## config.mk

```make
export PLATFORM = sky130hd
export DESIGN_NAME = conv1_image_loader
export DESIGN_NICKNAME = d
export VERILOG_FILES = /design/src/rtl/conv1_image_loader.sv
export SDC_FILE = /design/constraint.sdc
export NUM_CORES = 1
export LEC_CHECK = 0
export CORE_AREA = 2 2 313 315
export CTS_CLUSTER_DIAMETER = 80
export CTS_CLUSTER_SIZE = 28
export DETAILED_ROUTE_END_ITERATION = 12
export DIE_AREA = 0 0 315 317
export GPL_TIMING_DRIVEN = 0
export SLEW_MARGIN = 10
export SYNTH_ARGS = -nofsm -noshare
export SYNTH_HDL_FRONTEND = slang
export SYNTH_SLANG_ARGS = --single-unit
```

## constraint.sdc

```tcl
create_clock -name clk -period 2.6 [get_ports clk]
set_input_delay 0.65 -clock clk [delete_from_list [all_inputs] [get_ports clk]]
set_output_delay 0.65 -clock clk [all_outputs]
set_load 0.005 [all_outputs]
```

## src/rtl/conv1_image_loader.sv

```systemverilog
// conv1_image_loader: binarizes a raster-order 8-bit pixel stream into a held
// IMG_DIM x IMG_DIM bit image, then starts the conv1 engine and holds the
// image until the engine reports completion.
//
// Ports:
//   clk, rst_n          clock, asynchronous active-low reset
//   pix_data/valid/sof/last, pix_ready   pixel stream (valid/ready handshake)
//   image               binarized image, indexed [row][col]
//   begin_conv          one-cycle start pulse to the conv1 engine
//   done_conv           completion pulse from the conv1 engine
//   busy                high whenever the loader is not in LOAD
//   frame_err           one-cycle pulse on a framing violation
module conv1_image_loader #(
    parameter int unsigned IMG_DIM = 28,
    parameter int unsigned PIX_W   = 8,
    parameter int unsigned THRESH  = 128
) (
    input  logic                                clk,
    input  logic                                rst_n,
    input  logic [PIX_W-1:0]                    pix_data,
    input  logic                                pix_valid,
    input  logic                                pix_sof,
    input  logic                                pix_last,
    output logic                                pix_ready,
    output logic [0:IMG_DIM-1][0:IMG_DIM-1]     image,
    output logic                                begin_conv,
    input  logic                                done_conv,
    output logic                                busy,
    output logic                                frame_err
);

    localparam int unsigned CNT_W = $clog2(IMG_DIM);
    localparam logic [CNT_W-1:0] LAST_IDX = CNT_W'(IMG_DIM - 1);

    localparam logic [1:0] S_IDLE  = 2'd0;
    localparam logic [1:0] S_LOAD  = 2'd1;
    localparam logic [1:0] S_START = 2'd2;
    localparam logic [1:0] S_WAIT  = 2'd3;

    logic [1:0]                            state_q, state_d;
    logic [CNT_W-1:0]                      row_q, row_d;
    logic [CNT_W-1:0]                      col_q, col_d;
    logic [0:IMG_DIM-1][0:IMG_DIM-1]       image_q, image_d;
    logic                                  err_d;
    logic                                  ready_q, busy_q, begin_q, err_q;
    // Set during the first WAIT cycle, when the engine's done may still be stale
    logic                                  wait_first_q;

    logic accept;
    logic pix_bit;
    logic at_origin;
    logic at_end;

    assign accept    = pix_valid && ready_q;
    assign pix_bit   = (pix_data >= PIX_W'(THRESH));
    assign at_origin = (row_q == '0) && (col_q == '0);
    assign at_end    = (row_q == LAST_IDX) && (col_q == LAST_IDX);

    // Next-state, counter and image update logic
    always_comb begin
        state_d = state_q;
        row_d   = row_q;
        col_d   = col_q;
        image_d = image_q;
        err_d   = 1'b0;
        case (state_q)
            S_IDLE: state_d = S_LOAD;
            S_LOAD: begin
                if (accept) begin
                    if (pix_sof && !at_origin) begin
                        // Restart: discard the partial frame, this pixel is (0,0)
                        err_d         = 1'b1;
                        image_d[0][0] = pix_bit;
                        row_d         = '0;
                        col_d         = CNT_W'(1);
                    end else begin
                        image_d[row_q][col_q] = pix_bit;
                        if (pix_last && !at_end) begin
                            err_d = 1'b1;
                            row_d = '0;
                            col_d = '0;
                        end else if (at_end) begin
                            // Frame is complete even if pix_last is missing
                            err_d   = !pix_last;
                            row_d   = '0;
                            col_d   = '0;
                            state_d = S_START;
                        end else if (col_q == LAST_IDX) begin
                            col_d = '0;
                            row_d = CNT_W'(row_q + 1'b1);
                        end else begin
                            col_d = CNT_W'(col_q + 1'b1);
                        end
                    end
                end
            end
            S_START: state_d = S_WAIT;
            S_WAIT: begin
                if (done_conv && !wait_first_q) begin
                    state_d = S_LOAD;
                end
            end
            default: state_d = S_IDLE;
        endcase
    end

    // State, datapath and registered outputs
    always_ff @(posedge clk or negedge rst_n) begin
        if (!rst_n) begin
            state_q      <= S_IDLE;
            row_q        <= '0;
            col_q        <= '0;
            image_q      <= '0;
            ready_q      <= 1'b0;
            busy_q       <= 1'b1;
            begin_q      <= 1'b0;
            err_q        <= 1'b0;
            wait_first_q <= 1'b0;
        end else begin
            state_q      <= state_d;
            row_q        <= row_d;
            col_q        <= col_d;
            image_q      <= image_d;
            ready_q      <= (state_d == S_LOAD);
            busy_q       <= (state_d != S_LOAD);
            begin_q      <= (state_d == S_START);
            err_q        <= err_d;
            wait_first_q <= (state_q == S_START);
        end
    end

    assign pix_ready  = ready_q;
    assign busy       = busy_q;
    assign begin_conv = begin_q;
    assign frame_err  = err_q;
    assign image      = image_q;

endmodule
```

==> metrics.txt <==
Initial DRT Pass Iterations=5; area of the mapped netlist=0.0348 sq mm; crit path launch=row_q[1]$_DFFE_PN0P_; Iteration-0 DRC Markers=1781; number of clock sinks=801; Final #Nets=3877; Post-Route WL=147 mm; MaxCap Viol Count=0; Hold Path Class=flop to flop; Achievable Freq=363 MHz; final setup fails=363; reg2reg end=image[183]$_DFFE_PN0P_; critical path type=flop to flop; P_leak=22.4 nW; Reg2Reg Depth=11; Core Box Area=0.0963 sq mm; asr flop ratio synth=100%; CP startpoint kind=flop; Final Total Pwr=24.8 mW; Synth Register Bits=801; Worst Tran Pin Value=985 ps; r2r startpoint=row_q[1]$_DFFE_PN0P_; Hold Path Depth=1; Initial Utilization=36.2%; top cells by count, synth=800 x dfrtp_1, 700 x mux2_2, 464 x nor2_1; Multi-input gate area=0.0171 sq mm; Placer Congestion=0.842; Via-to-Cell Ratio=5.25; detailed placement HPWL=102 mm; min-delay src=state_q[0]$_DFF_PN0_; P per Cell Area=475 mW/mm^2; IO Pins=802; die height=317 um; sum of negative setup slack=-21590 ps; GRT overflow=0; minimum clock period=2750 ps; Routed WL per cell=28.4 um; maximum VDD drop=510 uV; Syn Area/Cell=12.1 sq um; port bufs=793; initial antenna violation count=2; WHS Endpoint=wait_first_q$_DFF_PN0_; layout cell share with drive strength beyond 1=38.3%; TritonCTS clock tree=built; register area share after synthesis=57.5%; register-to-register setup slack=-150 ps; largest net degree at the start of global routing=105; Synth Instances=2890; DIE AREA=0.0999 sq mm; Post-synth EDFFs=0; Reg area=0.0200 sq mm; maximum root-to-sink buffer count=3; status=finished with violations; synth top area cells=dfrtp_1 57%, mux2_2 23%, nor2_1 5.0%; RSZ-0062 raised after global routing=true; Critical Path Fanout Max=6; final worst slack=-151 ps; fin. max-slew vios=0; Syn Nets=2913; post-synth top area cell=dfrtp_1; Clock Latency Late Sink=670 ps; Clock Skews=42.7 ps; fin crit share=106%; CP Data Arrival Time=3290 ps; synthesis-to-layout area growth=50.2%; Distinct cells, synth=43; failing checks=setup timing; commonest register cell after synthesis=dfrtp_1; # rows=114; top-count cell post-synth=dfrtp_1; Global Route Usage Sum=27.9%; TritonCTS Buffers=46; crit end category=flop; DRC violations left=0; Layout fillers=8243; Synth Warn #=0; final hold viol count=0; depth of the CTS H-tree=2; Core Util, Final=54.4%; max_slew headroom=34.3%; via count=27.2k; worst slack at placement=-1680 ps; clk slew on worst S/H paths=110 ps; Req. time, crit path=3140 ps; root buf cell=clkbuf_16; Detail Route Antenna Nets=0; vias in the first global route=27.3k; Die X=315 um; top-area cell type share of the netlist area=57.5%; hold slack final=484 ps; first-pass GRT wire length=202 mm
==> flip-flops by register name, summed over array words and instances, names as in the netlist <==
signal and count:
row_q 5, image 784, col_q 5, begin_conv 1
state_q 2, busy 1, frame_err 1, wait_first_q 1
pix_ready 1
==> per-layer routing <==
metal,part of all wire (%),GRT usage [%]
met1,40,34.7
met2,48,45.8
met3,7.3,7.62
met4,4.6,11.6
met5,0,0
==> what timing repair did <==
item | in CTS | in global routing
pin swaps | 75 | 140
setup endpoints to repair | 798 | 844
cloned | 13 | 16
endpoints found under the hold margin | 62 | 0
hold buffers | 2 | 0
resized for setup | 676 | 535
buffers inserted | 82 | 18
==> cells in the final DEF (no fill, tap or decap), types with 25 or more instances in the layout <==
cell / count
dfrtp_1: 800
nor3_4: 26
nor3_1: 33
clkdlybuf4s50_1: 792
buf_4: 81
buf_12: 37
mux2_2: 497
nand3_1: 274
clkbuf_16: 88
nor3_2: 25
mux2_1: 59
nand2_1: 113
nor2_1: 180
nor2_4: 218
clkbuf_1: 94
nor2_2: 68
mux2_4: 229
==> kinds of logic (layout without fill, tap and decap cells) <==
family,after synthesis,after routing,share of synthesized area [%]
fa+ha+maj,9,9,0.323
xor+xnor,1,1,0.0251
buf+inv,249,1251,3.30
flops,801,801,57.5
compound gates,26,26,0.582
other cells,0,2,0
mux,785,785,25.4
simple gates,1019,1019,12.9
==> final cells by class <==
class | instances | share of cell area (%)
Sequential cell | 801 | 38.3
Multi-Input combinational cell | 1840 | 32.6
Timing Repair Buffer | 934 | 19.0
Buffer | 223 | 3.79
Tap cell | 1276 | 3.05
Clock buffer | 48 | 2.25
Clock inverter | 38 | 0.885
Inverter | 8 | 0.0574
Antenna cell | 2 | 0.00956
==> worst max-delay path: stages, from the launching register on <==
cell	delay, ps
dfrtp_1	410
inv_2	80
ha_4	120
or4b_4	550
o21ai_4	260
buf_6	150
buf_12	100
nand3_4	120
buf_12	220
buf_8	160
nor2_2	100
mux2_2	330
==> how the worst max path moves through the flow <==
stage | end | slack [ps] | cells after the start
floorplan | image[573]$_DFFE_PN0P_ | -0.008 | 12
CTS | image[132]$_DFFE_PN0P_ | -190 | 6
finish | image[183]$_DFFE_PN0P_ | -150 | 11
detailed placement | image[248]$_DFFE_PN0P_ | -1680 | 9
global placement | image[95]$_DFFE_PN0P_ | -37660 | 1
global route | image[351]$_DFFE_PN0P_ | -200 | 11
==> stage by stage <==
stage	instances	cell area, sq um
3_5_place_dp	4970	44700
4_1_cts	5141	50000
6_report	5170	52300
2_1_floorplan	2890	34900
3_3_place_gp	4959	44400
5_1_grt	5169	52300
==> power breakdown <==
| part | switching (mW) | internal (mW) | leakage (nW) |
|---|---|---|---|
| clock network | 5.09 | 3.72 | 0.793 |
| registers | 0.0793 | 12.6 | 11.2 |
| logic | 2.23 | 1.14 | 10.4 |
No activity file was read; power rests on OpenSTA's default activity.
